`src/rtl/imem_pkg.sv`:
```
// rtl/imem_pkg.sv - shared depth, loader state encoding and byte-lane helper for imem_loader
package imem_pkg;

  localparam int IMEM_BYTES = 116;

  typedef enum logic [2:0] {
    ST_IDLE,
    ST_CHECK,
    ST_WAIT,
    ST_WR0,
    ST_WR1,
    ST_WR2,
    ST_WR3,
    ST_FIN
  } loader_state_t;

  // Lane 0 is the most significant byte so memory matches the fetch path's read order.
  function automatic logic [7:0] byte_lane(input logic [31:0] word, input logic [1:0] lane);
    logic [7:0] b;
    case (lane)
      2'd0:    b = word[31:24];
      2'd1:    b = word[23:16];
      2'd2:    b = word[15:8];
      default: b = word[7:0];
    endcase
    return b;
  endfunction

endpackage

```
`src/rtl/imem_loader.sv`:
```
// rtl/imem_loader.sv - streams 32-bit words into byte-wide instruction memory, big-endian
// Optional running word checksum enabled by IMEM_LOADER_CHECKSUM_EN.
module imem_loader
  import imem_pkg::*;
#(
  parameter int MEM_BYTES = IMEM_BYTES,
  parameter int CNT_W     = 16
) (
  input  logic             clk,
  input  logic             reset,
  input  logic             start,
  input  logic [31:0]      base_addr,
  input  logic [CNT_W-1:0] word_count,
  input  logic             in_valid,
  output logic             in_ready,
  input  logic [31:0]      in_data,
  output logic             mem_we,
  output logic [31:0]      mem_addr,
  output logic [7:0]       mem_wdata,
  output logic             busy,
  output logic             done,
  output logic             error,
  output logic [31:0]      checksum
);

  loader_state_t    state;
  logic [31:0]      addr_q;
  logic [31:0]      word_q;
  logic [CNT_W-1:0] left_q;
  logic             range_bad_q;
  logic [33:0]      end_addr;
  logic             range_bad;
  logic             last_word;

  // 34-bit sum so a base near the top of the address space cannot wrap into range.
  assign end_addr  = {2'b00, base_addr} + {{(34-CNT_W-2){1'b0}}, word_count, 2'b00};
  assign range_bad = end_addr > 34'(MEM_BYTES);
  assign last_word = (left_q == CNT_W'(1));

  always_ff @(posedge clk) begin
    if (reset) begin
      state       <= ST_IDLE;
      addr_q      <= '0;
      word_q      <= '0;
      left_q      <= '0;
      range_bad_q <= 1'b0;
      in_ready    <= 1'b0;
      mem_we      <= 1'b0;
      mem_addr    <= '0;
      mem_wdata   <= '0;
      busy        <= 1'b0;
      done        <= 1'b0;
      error       <= 1'b0;
    end else begin
      mem_we   <= 1'b0;
      done     <= 1'b0;
      error    <= 1'b0;
      in_ready <= 1'b0;
      busy     <= 1'b1;
      case (state)
        ST_IDLE: begin
          busy <= 1'b0;
          if (start) begin
            addr_q      <= base_addr;
            left_q      <= word_count;
            range_bad_q <= range_bad;
            error       <= range_bad;
            busy        <= 1'b1;
            state       <= ST_CHECK;
          end
        end
        ST_CHECK: begin
          if (range_bad_q) begin
            state <= ST_IDLE;
            busy  <= 1'b0;
          end else if (left_q == '0) begin
            state <= ST_FIN;
            done  <= 1'b1;
          end else begin
            state    <= ST_WAIT;
            in_ready <= 1'b1;
          end
        end
        ST_WAIT: begin
          if (in_valid && in_ready) begin
            word_q    <= in_data;
            state     <= ST_WR0;
            mem_we    <= 1'b1;
            mem_addr  <= addr_q;
            mem_wdata <= byte_lane(in_data, 2'd0);
          end else begin
            in_ready <= 1'b1;
          end
        end
        ST_WR0: begin
          state     <= ST_WR1;
          mem_we    <= 1'b1;
          mem_addr  <= addr_q + 32'd1;
          mem_wdata <= byte_lane(word_q, 2'd1);
        end
        ST_WR1: begin
          state     <= ST_WR2;
          mem_we    <= 1'b1;
          mem_addr  <= addr_q + 32'd2;
          mem_wdata <= byte_lane(word_q, 2'd2);
        end
        ST_WR2: begin
          state     <= ST_WR3;
          mem_we    <= 1'b1;
          mem_addr  <= addr_q + 32'd3;
          mem_wdata <= byte_lane(word_q, 2'd3);
        end
        ST_WR3: begin
          addr_q <= addr_q + 32'd4;
          left_q <= left_q - 1'b1;
          if (last_word) begin
            state <= ST_FIN;
            done  <= 1'b1;
          end else begin
            state    <= ST_WAIT;
            in_ready <= 1'b1;
          end
        end
        ST_FIN: begin
          state <= ST_IDLE;
          busy  <= 1'b0;
        end
      endcase
    end
  end

`ifdef IMEM_LOADER_CHECKSUM_EN
  logic [31:0] sum_q;

  always_ff @(posedge clk) begin
    if (reset) begin
      sum_q <= '0;
    end else if (state == ST_IDLE && start) begin
      sum_q <= '0;
    end else if (state == ST_WAIT && in_valid && in_ready) begin
      sum_q <= sum_q + in_data;
    end
  end

  assign checksum = sum_q;
`else
  assign checksum = 32'd0;
`endif

endmodule

```
`config.mk`:
```
export PLATFORM = sky130hd
export DESIGN_NAME = imem_loader
export DESIGN_NICKNAME = d
export VERILOG_FILES = /design/src/rtl/imem_pkg.sv /design/src/rtl/imem_loader.sv
export SDC_FILE = /design/constraint.sdc
export NUM_CORES = 1
export LEC_CHECK = 0
export CAP_MARGIN = 20
export CORE_MARGIN = 2
export CORE_UTILIZATION = 40
export CTS_CLUSTER_SIZE = 14
export DETAILED_ROUTE_END_ITERATION = 10
export PLACE_DENSITY = 0.7
export SLEW_MARGIN = 20
export SYNTH_ARGS = -nofsm -noshare
export SYNTH_HDL_FRONTEND = slang
export SYNTH_SLANG_ARGS = --single-unit
```
`constraint.sdc`:
```
create_clock -name clk -period 3.3 [get_ports clk]
set_clock_uncertainty 0.2 [all_clocks]
set_input_delay 0.33 -clock clk [delete_from_list [all_inputs] [get_ports clk]]
set_output_delay 0.33 -clock clk [all_outputs]
set_load 0.02 [all_outputs]
```
==> reports/results.tsv, run 1 <==
metric	value	unit
Crit. End Element	register	
Via density	5.65	
Routed Antenna Nets	0	
worst skew pair latency	420	ps
area grow syn2layout	34.0	%
Finished Cell Area	10200	um2
Die X	142	um
FF/Latch Area	2420	um2
CTS buffer count	17	
critical-path cell list	clkdlybuf4s50_1 -> ha_2 -> fa_1 -> a211oi_2 -> buf_4 -> buf_4 -> o211ai_1 -> nand4b_1 -> nand2_1 -> mux2_2 -> o21a_1 -> nor4_4 -> a311oi_2	
Worst-Margin Slew	871	ps
placed inst area	9630	um2
drt first-iter violations	667	
most frequent CP cell	buf_4	
Sw Pwr	1430	uW
final hold viol count	0	
nets	1322	
CTS clk-pin slew, worst paths	50	ps
most common cell after layout, fill and taps aside	nand2_1	
DRC Markers	0	
cells after synthesis	1030	
Final Util	54.7	%
sw frac	30.7	%
Async SR Flop Fraction	0	%
GRT Resource Usage Total	23.5	%
hold buffers post-CTS	0	
Max FO, Critical Path	3	
Min Hold Slack	253	ps
final RePlAce weighted congestion	0.910	
Vias	8241	
Core Area	18700	um2
Post-synth EDFFs	0	
CP bufs+invs	3	
Max stage delay on crit path	480	ps
die area	20200	um2
Internal	3220	uW
kind of critical path	in -> reg	
Fillers	1744	
Yosys warnings	0	
io pins	161	
Max H-tree Level	4	
most frequent cells in the layout	nand2_1, clkdlybuf4s50_1, dfxtp_1	
Pwr Density	454	nW/um2
row cnt	50	
post-synthesis sequential area ratio	31.7	%
DP HPWL	18300	um
status	complete, no violations	
syn avg cell area	7.42	um2
Max IR drop VDD	0.000382	V
initial core utilization	40.9	%
final WL	24200	um
clk sinks	121	
CTS Root Cell	clkbuf_16	
clock share of power	37.7	%
Hold Path Class	reg -> reg	
Primary FF master, synth	dfxtp_1	
Mapped Area	7640	um2
# diodes	0	
Slew Viols, Final	0	
part of the cycle the worst path needs	95.7	%
post-route insts no fill	1458	
combinational power share	25.7	%
Slew HR	41.9	%
Pre-antenna DRT Iters	6	
# placed instances	1426	
Routed WL per cell	16.6	um
CP required	3360	ps
sequential power share	36.6	%
minimum clock period after layout	3160	ps
max cap viols	0	
total leakage power	0.00374	uW
area of the multi-input gates	4850	um2
vias in the first global route	7444	
endpoints failing setup	0	
CP top delay family	compound AO/OA/AOI/OAI gates	
fmax	0.317	GHz
CP max-delay cell	clkdlybuf4s50_1	
port bufs	128	
first-pass GRT wire length	38200	um
die height	142	um
maximum root-to-sink buffer count	2	
Startpoint Class	input port	
largest net degree at the start of global routing	70	
antenna violations before repair	0	
RSZ-0062 raised after global routing	false	
TritonCTS clock tree	yes	
Synth cell types	71	
crit path DAT	3220	ps
layout cells sized above 1	12.4	%
synthesis-stage register bit count	121	
total grt overflow	0	
power consumption	4650	uW
==> path summary, 6_finish.rpt <==
| check | startpoint | endpoint | slack [ps] | depth (start not counted) |
|---|---|---|---|---|
| max | base_addr[2] | error$_SDFF_PP0_ | 140 | 13 |
| min | mem_wdata[6]$_SDFFE_PP0P_ | mem_wdata[6]$_SDFFE_PP0P_ | 250 | 2 |
| max reg2reg | addr_q[2]$_SDFFE_PP0P_ | mem_addr[26]$_SDFFE_PP0P_ | 420 | 7 |
| min reg2reg | mem_wdata[6]$_SDFFE_PP0P_ | mem_wdata[6]$_SDFFE_PP0P_ | 250 | 2 |
==> tightest hold or removal path: stages (launching register included) <==
cell and delay (ps):
dfxtp_1 300, nand2_1 50, a21oi_1 50
==> layer usage <==
layer / GRT usage, % / share of wire (%) / up-vias / wire length (um)
met3: 3.57 / 6.4 / 53 / 1560
li1: - / - / 4072 / -
met1: 33.5 / 47 / 3781 / 11300
met4: 9.47 / 2.7 / 0 / 648
met5: 0 / 0 / - / 0
met2: 35.5 / 44 / 335 / 10700
==> cell type report <==
cell class	instances	area share, %
clock buffer	24	4.80
clock inverter	7	0.660
inverter	16	0.587
multi-input combinational	830	47.4
sequential	121	23.7
tap	234	2.86
timing repair buffer	226	20.0
==> registers in the layout, summed over array words and instances, names as in the netlist, 3 cells and up <==
register   flops
state          3
word_q        24
mem_addr      32
left_q        16
mem_wdata      8
addr_q        32
==> cells by family after synthesis <==
logic type                 Yosys count  share of synthesized area [%]
xor gates and xnor gates            35                           4.01
other                                1                         0.0491
AOI/OAI and AO/OA                  289                           24.7
adders and majority gates           26                           4.45
muxes                                3                          0.426
buffers and inverters              110                           7.12
DFF                                121                           31.7
and+or+nand+nor                    445                           27.5
==> Yosys cell counts, types with 23 or more instances <==
library cell	n	share of area [%]
o211ai_1	23	2.3
ha_1	24	3.9
o21ai_0	39	2.6
nor2_1	107	5.3
dfxtp_1	121	32
a211oi_1	33	3.2
nor3_1	38	2.5
nand2_1	158	7.8
buf_4	32	3.1
nand4_1	25	2.0
a21oi_1	104	6.8
nand3_1	39	2.6
clkbuf_1	52	2.6
==> timing repair <==
item	4_1_cts	5_1_grt
resized for setup	0	9
endpoints found under the hold margin	0	0
setup endpoints to repair	0	2
setup buffers	0	1
==> power groups by stage <==
stage,sequential (uW),clock [uW],combinational [uW]
after global placement,1720,0,1160
final,1700,1750,1190
after floorplan,1750,0,663
after global routing,1720,1840,1300
after detailed placement,1730,0,1170
after CTS,1700,1770,1180
==> through the flow <==
stage	setup WS [ps]	setup TNS, ps
floorplan	342	0
global placement	-344	-674
detailed placement	-388	-763
CTS	46.6	0
global route	44.2	0
finish	143	0
Power figures use the tool's default switching activity.
==> inputs of run 2 (changes only) <==
--- a/config.mk
+++ b/config.mk
@@ -10,6 +10,7 @@
 export CORE_UTILIZATION = 40
 export CTS_CLUSTER_SIZE = 14
 export DETAILED_ROUTE_END_ITERATION = 10
+export GPL_ROUTABILITY_DRIVEN = 0
 export PLACE_DENSITY = 0.7
 export SLEW_MARGIN = 20
 export SYNTH_ARGS = -nofsm -noshare
==> run 2 against run 1 <==
  * Critical path depth down 1
  * Maximum frequency down 0.23%
  * Sequential share of layout area up 0.087 points
  * Worst setup slack worse by 7.4 ps
  * Flip-flop and latch count unchanged
  * Core utilization down 0.20 points
  * Cell area down 0.37%
  * Die area unchanged
  * Combinational power about the same
  * Clock-buffer cell count unchanged
  * First-iteration DRC count up 20%
  * Largest cell class unchanged
==> reports/results.tsv, run 2 (synthesized netlist as in run 1, its figures left out) <==
metric	value	unit	change
Worst-Margin Slew	838	ps	-32.9 ps
worst skew pair latency	420	ps	about the same
clk sinks	121		unchanged
Via density	5.71		+1.0%
Fillers	1738		-0.34%
CTS buffer count	17		unchanged
critical-path cell list	clkdlybuf4s50_1 -> ha_1 -> buf_4 -> a211oi_1 -> o21ai_0 -> buf_4 -> a41oi_2 -> o21ai_0 -> mux2_2 -> o21a_1 -> nor4_4 -> a311oi_1		
port bufs	128		unchanged
# diodes	0		unchanged
Sw Pwr	1410	uW	-0.99%
kind of critical path	in -> reg		
Routed WL per cell	16.4	um	-1.4%
Vias	8307		+0.80%
DP HPWL	18000	um	-1.8%
Internal	3350	uW	+3.8%
status	complete, no violations		
TritonCTS clock tree	yes		
final hold viol count	0		unchanged
die height	142	um	unchanged
most frequent cells in the layout	nand2_1, clkdlybuf4s50_1, dfxtp_1		
Max IR drop VDD	0.000387	V	+1.3%
die area	20200	um2	unchanged
Largest regs	addr_q (32), mem_addr (32), word_q (24)		
vias in the first global route	7376		-0.91%
area grow syn2layout	33.5	%	
Finished Cell Area	10200	um2	-0.37%
DRC Markers	0		unchanged
Core Area	18700	um2	unchanged
Max H-tree Level	4		unchanged
GRT Resource Usage Total	23.1	%	-0.44 points
minimum clock period after layout	3160	ps	+7.41 ps
clock share of power	39.6	%	+1.9 points
Hold Path Class	in -> reg		
endpoints failing setup	0		unchanged
row cnt	50		unchanged
CTS Root Cell	clkbuf_16		
Die X	142	um	unchanged
Startpoint Class	input port		
post-route insts no fill	1455		-0.21%
initial core utilization	40.9	%	unchanged
sw frac	29.6	%	-1.0 points
part of the cycle the worst path needs	95.9	%	+0.22 points
CTS clk-pin slew, worst paths	50	ps	about the same
Routed Antenna Nets	0		unchanged
first-pass GRT wire length	37600	um	-1.7%
most common cell after layout, fill and taps aside	nand2_1		
final WL	23800	um	-1.7%
fmax	0.316	GHz	-0.23%
Pre-antenna DRT Iters	6		unchanged
CP max-delay cell	clkdlybuf4s50_1		
combinational power share	24.7	%	-1.0 points
layout cells sized above 1	11.7	%	-0.71 points
CP required	3390	ps	+30 ps
largest net degree at the start of global routing	70		unchanged
Slew HR	44.1	%	+2.2 points
Crit. End Element	register		
maximum root-to-sink buffer count	2		unchanged
Pwr Density	467	nW/um2	+2.7%
total leakage power	0.00373	uW	-0.15%
Max FO, Critical Path	5		+2
Max stage delay on crit path	470	ps	about the same
# placed instances	1423		-0.21%
nets	1318		-0.30%
drt first-iter violations	800		+20%
sequential power share	35.7	%	-0.9 points
max cap viols	0		unchanged
io pins	161		unchanged
crit path DAT	3250	ps	+30 ps
placed inst area	9580	um2	-0.49%
Slew Viols, Final	0		unchanged
total grt overflow	0		unchanged
antenna violations before repair	0		unchanged
==> run 2: cell count changes in the layout (fill, tap and decap cells not counted), sizes merged <==
| cell | delta |
|---|---|
| buf | -4 |
| bufinv | +2 |
| clkinv | +1 |
| clkinvlp | -2 |
==> run 2: per-layer routing <==
| layer | routed length (um) | up-vias | GRT usage, % |
|---|---|---|---|
| met3 | 1900 | 39 | 4.10 |
| met5 | 0 | - | 0 |
| li1 | - | 4062 | - |
| met2 | 10500 | 378 | 34.6 |
| met4 | 565 | 0 | 7.58 |
| met1 | 10900 | 3828 | 33.3 |
==> run 2: critical path, delay by kind of cell <==
family	cells	cell delay [ps]
multiplexers	1	280
adder cells (fa/ha/maj)	1	260
AO/OA/AOI/OAI	6	1270
AND/OR/NAND/NOR	1	310
buffers and inverters	3	800
==> run 2: final cells by class <==
cell class                 instances  area, um2  area share (%)
multi-input combinational        830       4830            47.4
inverter                          16       60.1           0.589
timing repair buffer             222       2000            19.6
clock inverter                     8        118            1.15
tap                              234        293            2.87
sequential                       121       2420            23.7
clock buffer                      24        482            4.72
==> run 2: per-stage QoR <==
stage | worst slack, ps | power, uW | util (%) | setup TNS [ps] | hold WS, ps
finish | 136 | 4760 | 54.5 | 0 | 231
floorplan | 342 | 2410 | - | 0 | 236
global route | -5.32 | 4980 | 54.5 | -5.32 | 255
global placement | -355 | 2870 | 51.2 | -691 | 242
CTS | 131 | 4770 | 54.4 | 0 | 233
detailed placement | -305 | 2880 | 51.2 | -590 | 246
==> run 2: power groups by stage <==
stage,clock (uW),combinational [uW],sequential (uW)
4_1_cts,1910,1160,1690
6_report,1890,1180,1700
2_1_floorplan,0,663,1750
5_1_grt,1980,1290,1720
3_3_place_gp,0,1150,1720
3_5_place_dp,0,1160,1730
==> run 2: final timing paths <==
check                            from                       end  depth (start not counted)  slack (ps)
min reg2reg  mem_addr[2]$_SDFFE_PP0P_  mem_addr[2]$_SDFFE_PP0P_                          2         250
min                             reset   addr_q[10]$_SDFFE_PP0P_                          2         230
max reg2reg    addr_q[2]$_SDFFE_PP0P_   addr_q[22]$_SDFFE_PP0P_                          7         470
max                      base_addr[2]          error$_SDFF_PP0_                         12         140
==> run 2: what timing repair did <==
| action | in CTS | in global routing |
|---|---|---|
| hold buffers | 0 | 0 |
| resized for setup | 0 | 3 |
| setup endpoints to repair | 0 | 2 |
| setup buffers | 0 | 0 |
==> inputs of run 3 (changes only) <==
--- a/config.mk
+++ b/config.mk
@@ -11,7 +11,7 @@
 export CTS_CLUSTER_SIZE = 14
 export DETAILED_ROUTE_END_ITERATION = 10
 export GPL_ROUTABILITY_DRIVEN = 0
-export PLACE_DENSITY = 0.7
+export PLACE_DENSITY_LB_ADDON = 0.08
 export SLEW_MARGIN = 20
 export SYNTH_ARGS = -nofsm -noshare
 export SYNTH_HDL_FRONTEND = slang
==> run 3 against run 2 <==
  * Flip-flop and latch count unchanged
  * Total power fell by 2.0%
  * Non-clock buffer count is 8 higher
  * Sequential power hardly changed
  * Register-to-register slack better by 20 ps
==> reports/results.tsv, run 3 (synthesized netlist as in run 1, its figures left out) <==
metric	value	unit	change
max cap viols	0		unchanged
post-route insts no fill	1463		+0.55%
CTS clk-pin slew, worst paths	60	ps	about the same
Crit. End Element	register		
Via density	5.55		-2.8%
Pwr Density	456	nW/um2	-2.2%
die area	20200	um2	unchanged
nets	1326		+0.61%
part of the cycle the worst path needs	94.4	%	-1.5 points
Pre-antenna DRT Iters	5		-1
# diodes	0		unchanged
combinational power share	25.5	%	+0.8 points
drt first-iter violations	674		-16%
layout cells sized above 1	12.7	%	+0.98 points
Fillers	1841		+5.9%
first-pass GRT wire length	38500	um	+2.5%
Hold Path Class	in -> reg		
Slew HR	34.2	%	-9.9 points
worst skew pair latency	420	ps	about the same
Max FO, Critical Path	3		-2
initial core utilization	40.9	%	unchanged
RSZ-0062 raised after global routing	false		
die height	142	um	unchanged
sequential power share	36.3	%	+0.6 points
row cnt	50		unchanged
total leakage power	0.00375	uW	+0.41%
CP required	3380	ps	about the same
vias in the first global route	7269		-1.5%
kind of critical path	in -> reg		
# placed instances	1430		+0.49%
Sw Pwr	1500	uW	+6.6%
port bufs	128		unchanged
CP bufs+invs	1		-2
Min Hold Slack	241	ps	+9.83 ps
DRC Markers	0		unchanged
CTS Root Cell	clkbuf_16		
minimum clock period after layout	3110	ps	-49.4 ps
status	complete, no violations		
DP HPWL	18300	um	+1.9%
clk sinks	121		unchanged
crit path DAT	3200	ps	-50 ps
fmax	0.321	GHz	+1.6%
Vias	8115		-2.3%
most common cell after layout, fill and taps aside	nand2_1		
CP top delay family	simple AND/OR/NAND/NOR gates		
area grow syn2layout	33.7	%	
final WL	24200	um	+1.3%
Max stage delay on crit path	590	ps	+120 ps
antenna violations before repair	0		unchanged
Largest regs	addr_q (32), mem_addr (32), word_q (24)		
final hold viol count	0		unchanged
TritonCTS clock tree	yes		
GRT Resource Usage Total	23.8	%	+0.75 points
Max IR drop VDD	0.000363	V	-6.0%
clock share of power	38.1	%	-1.5 points
Worst-Margin Slew	984	ps	+146 ps
Max H-tree Level	4		unchanged
sw frac	32.2	%	+2.6 points
largest net degree at the start of global routing	70		unchanged
io pins	161		unchanged
most frequent cells in the layout	nand2_1, clkdlybuf4s50_1, dfxtp_1		
Startpoint Class	input port		
Routed WL per cell	16.5	um	+0.78%
CP max-delay cell	or4_1		
total grt overflow	0		unchanged
Core Area	18700	um2	unchanged
Slew Viols, Final	0		unchanged
Routed Antenna Nets	0		unchanged
endpoints failing setup	0		unchanged
Internal	3160	uW	-5.6%
Die X	142	um	unchanged
hold buffers post-CTS	0		unchanged
maximum root-to-sink buffer count	2		unchanged
CTS buffer count	17		unchanged
critical-path cell list	clkdlybuf4s50_1 -> ha_2 -> fa_1 -> a211oi_2 -> and3b_1 -> o21ai_0 -> nand3_1 -> or4_1 -> nor4_4 -> a311oi_1		
## run 3: changes by cell type in the layout (fill, tap and decap cells not counted), moves of 3 or more
cell / before / now
buf_4: 94 / 103
clkinv_4: 0 / 6
clkbuf_1: 4 / 0
inv_6: 0 / 4
clkbuf_8: 3 / 0
clkinv_2: 4 / 1
## run 3: what timing repair did
item                                    4_1_cts  5_1_grt
buffers inserted                              0        1
endpoints found under the hold margin         0        0
endpoints found under the setup margin        0        2
gates resized for setup                       0        5
## run 3: final cells by class
class	instances	area, um2	area share [%]
sequential	121	2420	23.7
multi-input combinational	830	4830	47.3
inverter	16	60.1	0.588
timing repair buffer	230	2040	20.0
clock inverter	15	145	1.42
clock buffer	17	425	4.16
tap	234	293	2.86
## run 3: path summary, 6_finish.rpt
| check | startpoint | endpoint | slack, ps | cells past startpoint |
|---|---|---|---|---|
| worst max-delay path | base_addr[2] | error$_SDFF_PP0_ | 190 | 10 |
| worst max register to register | state[1]$_SDFFE_PP0P_ | mem_addr[27]$_SDFFE_PP0P_ | 490 | 11 |
| worst min-delay path | reset | addr_q[6]$_SDFFE_PP0P_ | 240 | 2 |
| worst min register to register | mem_addr[2]$_SDFFE_PP0P_ | mem_addr[2]$_SDFFE_PP0P_ | 250 | 2 |
## run 3: routing by layer
metal / track usage (%) / share of wire [%]
met1: 35.6 / 50
met2: 35.2 / 43
met3: 3.73 / 5.4
met4: 6.74 / 1.6
met5: 0 / 0
## run 3: power groups by stage
stage | Clock (uW) | Combinational (uW) | Sequential (uW)
floorplan | 0 | 663 | 1750
global placement | 0 | 1170 | 1720
detailed placement | 0 | 1180 | 1720
CTS | 1810 | 1180 | 1690
global route | 1870 | 1310 | 1710
finish | 1780 | 1190 | 1700
## run 3: metrics by stage
stage | area [um2] | setup TNS, ps | util, % | setup slack, ps | total power (uW)
6_report | 10200 | 0 | 54.6 | 185 | 4670
5_1_grt | 10200 | 0 | 54.6 | 33.3 | 4900
4_1_cts | 10200 | 0 | 54.5 | 18.9 | 4680
3_5_place_dp | 9620 | -804 | 51.4 | -404 | 2900
3_3_place_gp | 9620 | -776 | 51.4 | -396 | 2890
2_1_floorplan | 7760 | 0 | - | 342 | 2410
